--- src/rtl/pdh_frame_capture.sv ---
// PDH DMA capture stage: decimates the core's sample word into a small FIFO and
// streams exactly FRAME_LEN beats on AXI4-Stream, then signals frame completion.
module pdh_frame_capture #(
  parameter int DATA_WIDTH  = 64,
  parameter int FRAME_LEN   = 1024,
  parameter int FIFO_DEPTH  = 16,
  parameter int DECIM_WIDTH = 16
) (
  input  logic                             clk,
  input  logic                             rst_i,
  input  logic                             enable_i,
  input  logic [DATA_WIDTH-1:0]            data_i,
  input  logic [DECIM_WIDTH-1:0]           decim_i,
  output logic [DATA_WIDTH-1:0]            m_axis_tdata,
  output logic                             m_axis_tvalid,
  input  logic                             m_axis_tready,
  output logic                             m_axis_tlast,
  output logic                             finished_o,
  output logic                             overflow_o,
  output logic [$clog2(FRAME_LEN+1)-1:0]   sample_count_o
);
  localparam int CW = $clog2(FRAME_LEN+1);
  localparam int AW = $clog2(FIFO_DEPTH);
  localparam int PW = AW + 1;

  typedef enum logic [1:0] {S_IDLE, S_CAPTURE, S_DRAIN, S_DONE} state_e;

  state_e                 state_q;
  logic [DECIM_WIDTH-1:0] decim_q, dcnt_q;
  logic [CW-1:0]          sample_cnt_q, beat_cnt_q;
  logic [PW-1:0]          wptr_q, wvis_q, rptr_q;
  logic                   overflow_q, finished_q;
  logic [DATA_WIDTH-1:0]  mem_q [FIFO_DEPTH];

  logic [PW-1:0] occ;
  logic          full, valid, hs, strobe, wr_en, last_beat, last_hs;

  // Occupancy uses the true write pointer; the stream side only sees a write one
  // cycle later (wvis_q), so tvalid comes straight from registers.
  assign occ       = wptr_q - rptr_q;
  assign full      = (occ == PW'(FIFO_DEPTH));
  assign valid     = (rptr_q != wvis_q);
  assign hs        = valid && m_axis_tready;
  assign strobe    = (state_q == S_CAPTURE) && (dcnt_q == '0);
  assign wr_en     = strobe && (!full || hs);
  assign last_beat = (beat_cnt_q == CW'(FRAME_LEN-1));
  assign last_hs   = hs && last_beat;

  assign m_axis_tvalid  = valid;
  assign m_axis_tdata   = valid ? mem_q[rptr_q[AW-1:0]] : '0;
  assign m_axis_tlast   = valid && last_beat;
  assign finished_o     = finished_q;
  assign overflow_o     = overflow_q;
  assign sample_count_o = sample_cnt_q;

  always_ff @(posedge clk) begin
    if (wr_en) mem_q[wptr_q[AW-1:0]] <= data_i;
  end

  always_ff @(posedge clk or posedge rst_i) begin
    if (rst_i) begin
      state_q      <= S_IDLE;
      decim_q      <= '0;
      dcnt_q       <= '0;
      sample_cnt_q <= '0;
      beat_cnt_q   <= '0;
      wptr_q       <= '0;
      wvis_q       <= '0;
      rptr_q       <= '0;
      overflow_q   <= 1'b0;
      finished_q   <= 1'b0;
    end else begin
      wvis_q <= wptr_q;
      if (hs) begin
        rptr_q     <= rptr_q + PW'(1);
        beat_cnt_q <= beat_cnt_q + CW'(1);
      end
      if (wr_en) begin
        wptr_q       <= wptr_q + PW'(1);
        sample_cnt_q <= sample_cnt_q + CW'(1);
      end
      if (strobe && !wr_en) overflow_q <= 1'b1;

      case (state_q)
        S_IDLE: if (enable_i) begin
          state_q      <= S_CAPTURE;
          decim_q      <= decim_i;
          dcnt_q       <= '0;
          sample_cnt_q <= '0;
          beat_cnt_q   <= '0;
          overflow_q   <= 1'b0;
          wptr_q       <= '0;
          wvis_q       <= '0;
          rptr_q       <= '0;
        end
        S_CAPTURE: begin
          dcnt_q <= (dcnt_q == decim_q) ? '0 : dcnt_q + DECIM_WIDTH'(1);
          if (last_hs) begin
            state_q    <= S_DONE;
            finished_q <= 1'b1;
          end else if (wr_en && sample_cnt_q == CW'(FRAME_LEN-1)) begin
            state_q <= S_DRAIN;
          end
        end
        S_DRAIN: if (last_hs) begin
          state_q    <= S_DONE;
          finished_q <= 1'b1;
        end
        // Enable must drop before another frame can start.
        S_DONE: if (!enable_i) begin
          state_q    <= S_IDLE;
          finished_q <= 1'b0;
        end
        default: state_q <= S_IDLE;
      endcase
    end
  end
endmodule

--- config.mk ---
export PLATFORM = sky130hd
export DESIGN_NAME = pdh_frame_capture
export DESIGN_NICKNAME = d
export VERILOG_FILES = /design/src/rtl/pdh_frame_capture.sv
export SDC_FILE = /design/constraint.sdc
export NUM_CORES = 1
export LEC_CHECK = 0
export CAP_MARGIN = 30
export CELL_PAD_IN_SITES_DETAIL_PLACEMENT = 0
export CELL_PAD_IN_SITES_GLOBAL_PLACEMENT = 1
export CORE_MARGIN = 2
export CORE_UTILIZATION = 50
export CTS_CLUSTER_SIZE = 12
export DETAILED_ROUTE_END_ITERATION = 7
export GPL_TIMING_DRIVEN = 0
export PLACE_DENSITY = 0.85
export SYNTH_ARGS = -nofsm -noshare
export SYNTH_HDL_FRONTEND = slang
export SYNTH_SLANG_ARGS = --single-unit
--- constraint.sdc ---
create_clock -name clk -period 10.9 [get_ports clk]
set_input_delay 1.635 -clock clk [delete_from_list [all_inputs] [get_ports clk]]
set_output_delay 1.635 -clock clk [all_outputs]
set_load 0.05 [all_outputs]
==> flow_summary.yaml <==
synthesis:
  async_flop_share_pct: 6.65
  synth-main-ff-cell: "edfxtp_1"
  synth.top_cell.area_share_pct: 71.9
  syn_area_per_cell_um2: 21.9
  syn_nets: 2051
  synthDistinctLibCells: 51
  yosys_warnings: 0
  synth-edff-count: 1024
  ys_ff_latch: 1097
  yosysSeqAreaShare_pct: 76.1
  synth.area.top_cells: "edfxtp_1, mux4_2, dfrtp_1"
  synthCells: 1950
  synth_area_leader_cell: "edfxtp_1"
  netlist_area_um2: 42800
sta:
  fin_worst_skew_ns: 0.0389
  setup_tns_ns: 0
  rsz0062_at_grt: "no"
  max_clock_freq_ghz: 0.155
  finalMaxSlewViolations: 0
  setup_viol: 0
  period_share_pct: 59.1
  tightest_slew_ns: 1.01
  hold_violations: 0
  final.min_clock_period_ns: 6.44
  worst_slack_ns: 4.46
  relSlewSlack_pct: 33.0
global_routing:
  grt_overflow: 0
  track_usage_pct: 24.5
  first_global_vias: 22132
  antenna_found_initial: 7
  grt_max_degree: 74
  grt_pass1_wl_um: 153000
worst_setup_path:
  cp_top_family: "buffers and inverters"
  slowest_delay_ns: 0.74
  worstPathArrival_ns: 4.81
  crit_type: "register to output pin"
  reg2reg_depth: 14
  crit_fanout: 10
  rr_endpoint: "mem_q[0][25]"
  critical_path.slowest_cell: "clkdlybuf4s50_1"
  rr_startpoint: "rptr_q[1]"
  endpoint_kind: "output pin"
  worstSetupStartpoint: "rptr_q[0]"
  start_kind: "register"
  cp.required_ns: 9.27
  rrSetupSlack_ns: 5.14
  path_depth: 8
  worst-path-buf-inv: 5
  path_cells: "clkbuf_1 -> clkbuf_1 -> buf_6 -> buf_2 -> mux4_2 -> mux4_2 -> and2_1 -> clkdlybuf4s50_1"
min_path:
  min_from: "decim_q[14]"
  min_to: "decim_q[14]"
  worstHoldPathCells: 2
  min_path_type: "register to register"
die:
  design.die.area_um2: 87900
  pin_count: 163
  die_h_um: 297
  start_util_pct: 50.3
  die_x_um: 297
  row_count: 107
  coreArea_um2: 85000
power_and_ir_drop:
  p_int_mw: 8.86
  clockPowerShare_pct: 25.3
  comb_power_share_pct: 38.6
  leakagePower_nw: 16.2
  vdd_drop_max_uv: 276
  seq_power_share_pct: 36.1
  switching_share_pct: 34.8
  p_sw_mw: 4.72
  power_density_nw_per_um2: 269
clocking:
  htree_num_levels: 3
  clkSinkCount: 1097
  cts_tree: "done"
  cts_setup_buffers: 0
  clockBufferDepth: 3
  cts_buffers: 108
  clk_pin_slew_ns: 0.06
  clkLatencyLatePin_ns: 0.67
  cts_hold_buf: 0
  cts_resized: 0
  root_buffer: "clkbuf_16"
layout:
  instances_no_fill: 3505
  syn_to_final_growth_pct: 18.1
  drive_above_1_share_pct: 24.6
  postLayoutCoreUtil_pct: 59.5
  nNetsFinal: 2408
  n_fill_cell: 5665
  final_common_cell: "edfxtp_1"
  design_area_um2: 50500
  layout_common_cells: "edfxtp_1, mux4_2, clkdlybuf4s50_1, clkbuf_16, clkbuf_1"
detailed_routing:
  drc: 0
  via_count: 21731
  totalWireLength_um: 106000
  final_antenna_net_count: 0
  dr.pass1.iters: 7
  avgViaCountPerCell: 6.20
  drt_iter0_drc: 2862
  wl_per_cell_um: 30.3
placed_design:
  finalWeightedCongestion: 0.789
  dp_hpwl_um: 65700
  dp_slack_ns: 5.02
  port_buffers: 162
  post-place-cells: 3337
  placed_cell_area_um2: 47300
flow_run:
  max_cap_violations: 0
run_status:
  status: "complete, no violations"
[kinds of logic (layout without fill, tap and decap cells)]
kind of cell	count (synthesis)	count (layout)	share of synthesized area, %
AO/OA/AOI/OAI	46	46	0.772
buffers and inverters	121	527	1.13
AND/OR/NAND/NOR	285	285	3.28
adder cells (fa/ha/maj)	17	17	0.497
XOR/XNOR	56	56	1.15
multiplexers	328	328	17.0
flip-flops	1097	1097	76.1
other	0	5	0
[synth_stat cells, drive strengths merged (2+ instances only)]
cell type,count
clkbuf,60
o21a,4
mux4,320
nand4,12
nor2b,2
a2111oi,4
nand3,17
nor4,10
o221ai,2
a21o,2
xnor2,41
buf,36
a211oi,4
edfxtp,1024
mux2i,5
inv,25
or3,4
a21oi,11
and3,6
mux2,3
xor2,15
nor3,13
dfrtp,73
o21ai,9
nand2b,4
ha,17
nor2,64
nand2,79
and2,68
[tightest hold or removal path, stage by stage (launching register included)]
cell,delay [ns]
dfrtp_1,0.36
nand2_1,0.05
nand2_1,0.06
[flip-flops by register name (all words and copies together), names as in the netlist, 2 cells and up]
| register | flops |
|---|---|
| mem_q | 1024 |
| dcnt_q | 16 |
| decim_q | 16 |
| beat_cnt_q | 11 |
| sample_count_o | 11 |
| rptr_q | 5 |
| wptr_q | 5 |
| wvis_q | 5 |
| state_q | 2 |
[power groups by stage]
stage | clock, mW | combinational [mW] | sequential [mW]
floorplan | 0 | 3.39 | 5.01
finish | 3.44 | 5.24 | 4.91
global placement | 0 | 5.02 | 5.04
global route | 3.63 | 5.48 | 4.93
CTS | 3.47 | 5.29 | 4.91
detailed placement | 0 | 5.22 | 4.99
[worst max-delay path by stage]
stage | to | slack (ns)
global placement | mem_q[2][36] | -3.36
finish | m_axis_tdata[1] | 4.46
global route | m_axis_tdata[2] | 4.34
detailed placement | m_axis_tdata[13] | 5.02
floorplan | mem_q[0][0] | 3.39
CTS | m_axis_tdata[2] | 4.19
[through the flow]
step           hold slack [ns]  total power, mW
3_5_place_dp             0.488             10.2
4_1_cts                  0.503             13.7
2_1_floorplan            0.467             8.40
3_3_place_gp             0.480             10.1
6_report                 0.499             13.6
5_1_grt                  0.535             14.0
[area by class of cell]
| class | instances | area (µm²) | area share (%) |
|---|---|---|---|
| Multi-Input combinational cell | 732 | 9840 | 19.5 |
| Timing Repair Buffer | 247 | 3020 | 5.97 |
| Tap cell | 1144 | 1430 | 2.83 |
| Inverter | 25 | 96.3 | 0.191 |
| Clock inverter | 23 | 333 | 0.658 |
| Buffer | 96 | 392 | 0.775 |
| Sequential cell | 1097 | 32600 | 64.5 |
| Clock buffer | 136 | 2850 | 5.64 |
| Antenna cell | 5 | 12.5 | 0.0248 |
[routing by layer]
metal / share of wire (%) / wire, µm / vias up / global-route usage [%]
met2: 51 / 53900 / 1433 / 41.1
met1: 37 / 39300 / 11383 / 33.7
met3: 10 / 10600 / 168 / 4.21
li1: - / - / 8737 / -
met4: 2.2 / 2340 / 10 / 6.28
met5: 0.058 / 62 / - / 0
No activity file was read; power rests on OpenSTA's default activity.
